`config.mk`:
```
export PLATFORM = sky130hd
export DESIGN_NAME = rstmgr_seq
export DESIGN_NICKNAME = d
export VERILOG_FILES = /design/src/rtl/rstmgr_seq.sv
export SDC_FILE = /design/constraint.sdc
export NUM_CORES = 1
export LEC_CHECK = 0
export CAP_MARGIN = 20
export CORE_AREA = 2 2 44 56
export CTS_CLUSTER_DIAMETER = 200
export DETAILED_ROUTE_END_ITERATION = 8
export DIE_AREA = 0 0 46 58
export PLACE_DENSITY = 0.78
export SLEW_MARGIN = 25
export SYNTH_ARGS = -nofsm -noshare
export SYNTH_HDL_FRONTEND = slang
export SYNTH_SLANG_ARGS = --single-unit
```
`constraint.sdc`:
```
create_clock -name clk_i -period 4 [get_ports clk_i]
set_input_delay 0.8 -clock clk_i [delete_from_list [all_inputs] [get_ports clk_i]]
set_output_delay 0.8 -clock clk_i [all_outputs]
set_load 0.01 [all_outputs]
```
`src/rtl/rstmgr_seq.sv`:
```
// Sequenced reset manager: merges reset requests, holds all domains in reset
// for MinHold quiet cycles, then releases domains in ascending order SeqGap apart.
module rstmgr_seq #(
    parameter int NumDomains = 4,
    parameter int NumReqs    = 2,
    parameter int SyncStages = 2,
    parameter int MinHold    = 8,
    parameter int SeqGap     = 2
) (
    input  logic                  clk_i,
    input  logic                  rst_i,
    input  logic [NumReqs-1:0]    rst_req_i,
    input  logic                  sw_rst_req_i,
    input  logic                  cause_clr_i,
    output logic [NumDomains-1:0] domain_rst_no,
    output logic                  rst_done_o,
    output logic [NumReqs+1:0]    rst_cause_o,
    output logic [1:0]            fsm_state
);

    typedef enum logic [1:0] {
        ST_ASSERT  = 2'd0,
        ST_RELEASE = 2'd1,
        ST_RUN     = 2'd2
    } state_e;

    localparam int CW = $clog2(MinHold + 1);
    localparam int GW = $clog2(SeqGap + 1);
    localparam int IW = $clog2(NumDomains + 1);

    localparam logic [CW-1:0] HOLD_LAST = CW'(MinHold - 1);
    localparam logic [GW-1:0] GAP_LAST  = GW'(SeqGap - 1);
    localparam logic [IW-1:0] IDX_LAST  = IW'(NumDomains - 1);

    logic [NumReqs-1:0]    sync_q [SyncStages];
    logic [NumReqs-1:0]    req_sync;
    logic                  req_s;

    state_e                state_q, state_d;
    logic [CW-1:0]         cnt_q, cnt_d;
    logic [GW-1:0]         gap_q, gap_d;
    logic [IW-1:0]         idx_q, idx_d;
    logic [NumDomains-1:0] drst_q, drst_d;
    logic                  done_q, done_d;

    always_ff @(posedge clk_i) begin
        if (rst_i) begin
            for (int s = 0; s < SyncStages; s++) sync_q[s] <= '0;
        end else begin
            sync_q[0] <= rst_req_i;
            for (int s = 1; s < SyncStages; s++) sync_q[s] <= sync_q[s-1];
        end
    end

    assign req_sync = sync_q[SyncStages-1];
    // The software pulse is already clk_i-synchronous, so it bypasses the synchroniser.
    assign req_s    = (|req_sync) | sw_rst_req_i;

    always_comb begin
        state_d = state_q;
        cnt_d   = cnt_q;
        gap_d   = gap_q;
        idx_d   = idx_q;
        drst_d  = drst_q;
        done_d  = done_q;
        case (state_q)
            ST_ASSERT: begin
                drst_d = '0;
                done_d = 1'b0;
                if (req_s) begin
                    cnt_d = '0;
                end else if (cnt_q == HOLD_LAST) begin
                    state_d = ST_RELEASE;
                    drst_d  = NumDomains'(1);
                    idx_d   = '0;
                    gap_d   = '0;
                end else begin
                    cnt_d = cnt_q + CW'(1);
                end
            end
            ST_RELEASE: begin
                if (req_s) begin
                    state_d = ST_ASSERT;
                    drst_d  = '0;
                    done_d  = 1'b0;
                    cnt_d   = '0;
                end else if (gap_q == GAP_LAST) begin
                    if (idx_q == IDX_LAST) begin
                        state_d = ST_RUN;
                        done_d  = 1'b1;
                    end else begin
                        idx_d  = idx_q + IW'(1);
                        drst_d = drst_q | (NumDomains'(1) << (idx_q + IW'(1)));
                        gap_d  = '0;
                    end
                end else begin
                    gap_d = gap_q + GW'(1);
                end
            end
            default: begin
                if (req_s || state_q != ST_RUN) begin
                    state_d = ST_ASSERT;
                    drst_d  = '0;
                    done_d  = 1'b0;
                    cnt_d   = '0;
                end
            end
        endcase
    end

    always_ff @(posedge clk_i) begin
        if (rst_i) begin
            state_q <= ST_ASSERT;
            cnt_q   <= '0;
            gap_q   <= '0;
            idx_q   <= '0;
            drst_q  <= '0;
            done_q  <= 1'b0;
        end else begin
            state_q <= state_d;
            cnt_q   <= cnt_d;
            gap_q   <= gap_d;
            idx_q   <= idx_d;
            drst_q  <= drst_d;
            done_q  <= done_d;
        end
    end

    // Set beats clear so a cause arriving with cause_clr_i is never lost.
    always_ff @(posedge clk_i) begin
        if (rst_i) begin
            rst_cause_o <= {1'b1, {(NumReqs+1){1'b0}}};
        end else begin
            rst_cause_o <= (cause_clr_i ? '0 : rst_cause_o) | {1'b0, sw_rst_req_i, req_sync};
        end
    end

    assign domain_rst_no = drst_q;
    assign rst_done_o    = done_q;
    assign fsm_state     = state_q;

endmodule

```
==> results of run 1 <==
report_power, final:
part	internal (mW)	leakage, nW	total, mW	switching, mW
logic	0.0135	0.269	0.0244	0.0109
registers	0.244	0.195	0.247	0.00302
clock network	0.101	0.0279	0.177	0.0753
per-layer routing:
layer	up-vias	global-route usage, %	part of all wire [%]
met2	14	30.36	49
met4	0	11.43	3.1
met1	430	21.81	46
met5	-	0	0
li1	469	-	-
met3	6	1.869	1.9
sequential cells by signal (all words and copies together), names as in the netlist:
signal and count:
rst_done_o 1, sync_q 4, gap_q 2, rst_cause_o 4, fsm_state 2, cnt_q 4
domain_rst_no 4, idx_q 3
cells in the final DEF, fill, tap and decap left out:
cell type,Yosys,layout
nand3b_1,2,2
o22ai_1,3,3
nand4_1,3,3
nor3_1,1,1
xor2_1,1,1
clkdlybuf4s50_1,0,16
mux2i_1,4,4
ha_1,7,7
nor4_1,1,1
o211a_1,1,1
o21a_1,1,1
or3_1,1,1
o21ai_0,2,2
nor4bb_1,2,2
or4_4,1,1
a21o_1,2,2
nor2_1,7,7
and3b_1,1,1
nor2b_1,7,7
or4_1,1,1
a21oi_1,11,11
nor3b_1,1,1
nand2_1,10,10
nand3_1,3,3
a311oi_1,1,1
clkbuf_4,0,3
or3b_2,1,1
bufinv_16,0,1
nand2b_1,6,6
and2_1,1,1
a22oi_1,1,1
a2111oi_0,1,1
inv_1,6,6
or3b_1,2,2
a211o_1,1,1
o211ai_1,1,1
a211oi_1,1,1
dfxtp_1,24,24
logic make-up (layout without fill, tap and decap cells):
group,Yosys count,count (layout),synth area share [%]
simple gates,51,51,26.47
compound gates,26,26,14.62
flops,24,24,42.52
buf+inv,11,26,4.318
fa+ha+maj,7,7,7.752
mux,4,4,3.544
xor+xnor,1,1,0.7753
final cells by class:
cell class / instances / share of cell area, %
Clock buffer: 3 / 1.678
Sequential cell: 24 / 35.79
Multi-Input combinational cell: 89 / 44.73
Clock inverter: 1 / 2.237
Timing Repair Buffer: 16 / 11.93
Inverter: 6 / 1.678
Tap cell: 21 / 1.957
path summary, 6_finish.rpt:
check             cells after the start           end    startpoint  slack, ns
setup / recovery                      1  fsm_state[0]  fsm_state[0]       1.50
hold reg to reg                       1  sync_q[0][2]  sync_q[0][0]       0.46
setup reg to reg                      4      idx_q[0]      cnt_q[0]       2.25
hold / removal                        1  sync_q[0][2]  sync_q[0][0]       0.46
metrics by stage:
| step | util (%) | area (µm²) |
|---|---|---|
| 2_1_floorplan | - | 1130 |
| 3_3_place_gp | 60.29 | 1290 |
| 3_5_place_dp | 60.29 | 1290 |
| 4_1_cts | 62.75 | 1343 |
| 5_1_grt | 62.75 | 1343 |
| 6_report | 62.75 | 1343 |
==> metrics list, run 1 <==
- The final number of hold-violating endpoints was 0.
- Cell Pwr Density: 333.7 nW/µm²
- Leading cell type by number of instances after synthesis: dfxtp_1
- TritonCTS clock tree: done
- Post-CTS timing repair inserted 0 buffers for setup.
- In the final layout, the multi-input gates occupy 600.6 µm².
- Final hold slack: 0.4553 ns
- The synthesized netlist contains 37 unique library cells.
- The repair_antennas step left the layout with diodes totalling 0.
- On the final layout, the worst clock skew is 0.01357 ns.
- Sequential cell area: 480.5 µm²
- The final route contains 919 vias.
- Synth Register Bits: 24
* Type of the setup path with the least slack: reg2out
- Counting I/O delays and the setup requirement, the final critical path takes 2.501 ns.
* DR iter-0 viols: 25
* Number of placement rows: 19
- The final layout contains routed wiring with a total length of 2.146 mm.
- Sequential share of the synthesized area: 42.52%
- By count the netlist is led by dfxtp_1, a21oi_1, nand2_1.
- From synthesis to final layout, the design area changed by 18.83%.
- Cells with a size suffix above 1 make up 4.317% of the layout.
* Final Setup Violations: 0
* Final standard cell count with taps included and fillers excluded: 160
- At the pin with the least slew margin, the transition time is 0.5944 ns.
- After detailed routing, the average wire length per cell comes to 13.41 µm.
- Across every metal layer, demand over resource in global routing totals 18.35%.
- Upper clock frequency limit: 399.9 MHz
- After detailed routing, the number of remaining DRC violations is 0.
* Class of the worst hold path: reg2reg
- After filler insertion, the fill cell instance count of the layout stands at 199.
- The mapped netlist covers 1130 µm².
- Setup repair after global routing missed its margin: no
- Buffers on Ports: 16
- Share of the clock period used by the worst path: 62.52%
- Critical Path Slowest Stage Cell: dfxtp_1
* Startpoint type of the worst setup path: flip-flop
* Slack of the critical path: 1.499 ns
* Width of the die: 46 µm
- Async set-or-reset flop fraction in the synthesized netlist: 0%
- At the placement stage, the worst setup path has a slack of 1.358 ns.
* Cell-by-cell trace of the critical path: clkdlybuf4s50_1
- Clock tree synthesis found a total of 24 sinks.
- In this run, placement finished with an instance count of 156.
* Largest net degree at the start of global routing: 22
- STA puts the critical path data arrival time at 1.70 ns.
- Depth of the CTS H-tree: 1
- Maximum fanout count along the critical path: 21
* Starting density of the core: 52.81%
- Number of global-route vias before repair: 861
- The run finished with clean final reports.
- Area of the die: 2668 µm²
- Final #Nets: 153
- The first detailed-routing pass ran for 4 iterations.
* CTS clk-pin slew, worst paths: 0.14 ns
- Detailed Place HPWL: 1.531 mm
* Syn Area/Cell: 9.112 µm²
- I/O pins: 17
- Number of warnings printed during yosys synthesis: 0
- Together, buffers and inverters on the worst path number 1.
- Static Leak: 0.4918 nW
- Synthesized Nets: 137
- Number of gates resized after cts: 0
- Crit-path leading delay family: flip-flops
- The tool flagged a number of max-cap violations equal to 0.
- Synthesized instance count: 124
- The largest single stage delay on the critical path is 0.73 ns.
- Count of nets left with antenna violations after detail routing: 0
- Core area: 2140 µm²
* Worst Path Required: 3.20 ns
* Most area-consuming cells after synthesis: dfxtp_1, ha_1, a21oi_1
* Share of Yosys cell area claimed by the top area cell type: 42.52%
- Leading area contributor after synthesis: dfxtp_1
- Total power for the finished layout comes to 448.1 µW.
- Headroom to the max-slew limit came out at 60.32%.
- The final-report max-slew violation count came to 0.
- Total Neg Setup Slack: 0 ns
- Top flip-flop cell by instance count after synthesis: dfxtp_1
* Vertical extent of the die: 58 µm
- CTS hold repair buffers: 0
- Using the TritonRoute via totals, the vias-per-cell ratio works out to 5.744.
- Type of element capturing the critical path: output pin
- Buffers inserted during clock tree synthesis total 3.
- Summed over all layers, the global routing overflow is 0.
- The first global-routing pass estimated 3.622 mm of wire.
* Final weighted congestion in routability-driven placement: 0.7528
- Insertion delay of the later-clocked pin in the worst-skew pair: 0.32 ns
* Maximum vdd ir drop: 0.2355 mV
- The initial antenna violation count is 0.
- Max clock buf depth: 2
- Number of flops mapped to enable cells by yosys: 0
* Root cell of the clock tree: clkbuf_4
Power figures use the tool's default switching activity.
==> run 2: changes to the inputs <==
CORE_AREA = 2 2 47 60   (was 2 2 44 56)
DIE_AREA = 0 0 49 62   (was 0 0 46 58)
PLACE_DENSITY = 0.72   (was 0.78)
clock period = 2 ns   (was 4 ns; I/O delays follow)
==> metrics list, run 2 (synthesis results as in run 1) <==
- Setup slack on the critical path of the routed design comes to 0.1058 ns.
- Clock sinks: 24
- TritonCTS clock tree: done
- In this run the worst hold path is classified as reg2reg.
- For the worst setup path, the data required time is 1.60 ns.
* CTS hold repair buffers: 0
- Setup repair after global routing left no endpoint under its margin.
* I/O pins: 17
- Critical Path Stages: 1
- Remaining global-route overflow: 0
- In this run switching power makes up 19.73% of total power.
* Slew at the pin closest to its max-slew limit: 0.5834 ns
- The setup path with the least slack is of type reg2out.
- The signal on the critical path passes through clkdlybuf4s50_1.
- Including well taps, the total number of placed cells is 174.
* Final weighted congestion in routability-driven placement: 0.7651
* Startpoint type of the worst setup path: flip-flop
- Total Neg Setup Slack: 0 ns
- The initial antenna violation count is 0.
* Static Leak: 0.5162 nW
- Power spread over the standard cell area amounts to 645.3 nW/µm².
- In this run the deepest clock path goes through 2 buffers.
- VDD sags by at most 0.4316 mV.
- Once detail routing completed, the nets flagged for antenna violations numbered 0.
* Util after Layout: 54.79%
* Number of placement rows: 21
* GRT Overall Usage: 15.76%
- DR iter-0 viols: 30
- Part of the total power dissipated in the clock network: 39.0%
- The final route contains 954 vias.
* Root cell of the clock tree: clkbuf_4
* Upper clock frequency limit: 527.9 MHz
* Proportion of layout cells with a drive suffix above 1: 7.639%
* Number of gates resized after cts: 0
- STA puts the critical path data arrival time at 1.49 ns.
- Detailed Place HPWL: 1.753 mm
* CP bufs+invs: 1
- On the worst path, the slowest cell contributes a delay of 0.61 ns.
- For this run, design rule violations remaining after detail routing come to 0.
* DR WL/cell: 12.48 µm
- Ant. Diodes: 0
- Sequential cells account for 54.8% of the total power.
- Vertical extent of the die: 62 µm
- For this block, the routed nets add up to 2.222 mm of wire.
* Width of the die: 49 µm
* Core area: 2549 µm²
- Insertion delay of the later-clocked pin in the worst-skew pair: 0.32 ns
- Once the clock tree was built, the setup fixing pass inserted 0 buffers.
- Cell internal power was estimated by the tool at 723.2 µW.
- CTS Buf Count: 3
* Most common library cell in the layout ignoring fill and taps: dfxtp_1
* Share of the clock period used by the worst path: 94.71%
- Buffers on Ports: 16
* Minimum clock period: 1.894 ns
- OpenSTA, run right after detailed placement, puts the worst setup slack at 0.04191 ns.
* First-pass iteration count of the detailed router: 4
- Dividing the detail-routed via count by the number of cells gives 5.360.
* Result of the run: complete, no violations
* Type of element capturing the critical path: output pin
- The worst pin sits at a relative slew slack of 60.58%.
- Area of the die: 3038 µm²
* Crit-path leading delay family: buffers and inverters
- The via count of the first global-routing pass is 856.
- Number of cells on the worst reg-to-reg path: 4
- The final number of hold-violating endpoints was 0.
- From synthesis to final layout, the design area changed by 23.59%.
- Largest net degree at the start of global routing: 20
* Commonest cells after routing, fill and taps aside: dfxtp_1, clkdlybuf4s50_1, a21oi_1, nand2_1
* Final hold slack: 0.4559 ns
- On the final layout, the worst clock skew is 0.002173 ns.
- The final-report max-slew violation count is 0.
- Final Setup Violations: 0
- Across the run, the number of max-cap violations was 0.
* CTS clk-pin slew, worst paths: 0.13 ns
- Along the worst path, the maximum fanout reaches 11.
- Power after layout: 901.0 µW
* Final #Nets: 158
* Net switching power of the design: 177.8 µW
- Dpl cell area: 1344 µm²
- Once layout is complete, the cells apart from fillers number 178.
* Critical Path Slowest Stage Cell: clkdlybuf4s50_1
- Combinational logic burns 6.2% of the power.
- The initial utilization of the core area, before any placement, comes to 44.33%.
- After routing the design area is 1396 µm².
* Worst hold path stage count: 1
- Depth of the CTS H-tree: 1
- The first global-routing pass estimated 3.698 mm of wire.
[run 2: worst paths after layout]
kind,endpoint,slack [ns],from
max,fsm_state[1],0.11,fsm_state[1]
min,sync_q[0][2],0.46,sync_q[0][0]
max reg2reg,idx_q[0],0.19,cnt_q[1]
min reg2reg,sync_q[0][2],0.46,sync_q[0][0]
[run 2: layer usage]
metal | share of wire (%) | GRT usage (%) | vias up
li1 | - | - | 482
met1 | 40 | 18.05 | 445
met2 | 54 | 29.75 | 22
met3 | 3.4 | 1.675 | 5
met4 | 1.9 | 8.163 | 0
met5 | 0 | 0 | -
[run 2: power groups by stage]
stage	Sequential [mW]	Combinational (mW)	Clock, mW
final	0.494	0.0555	0.352
after global routing	0.496	0.0616	0.383
after CTS	0.494	0.0562	0.361
after detailed placement	0.504	0.0557	0
after global placement	0.504	0.0548	0
after floorplan	0.505	0.0257	0
[run 2: final cells by class]
type / count / area, µm²
Clock inverter: 1 / 30.03
Sequential cell: 24 / 480.5
Timing Repair Buffer: 21 / 197.7
Inverter: 6 / 22.52
Multi-Input combinational cell: 89 / 600.6
Clock buffer: 3 / 22.52
Tap cell: 34 / 42.54
Fill cell: 247 / 1152
==> run 3: changes to the inputs <==
CAP_MARGIN = not set   (was 20)
==> results of run 3 <==
The final DEF is identical to that of run 2; final timing and power are the same.
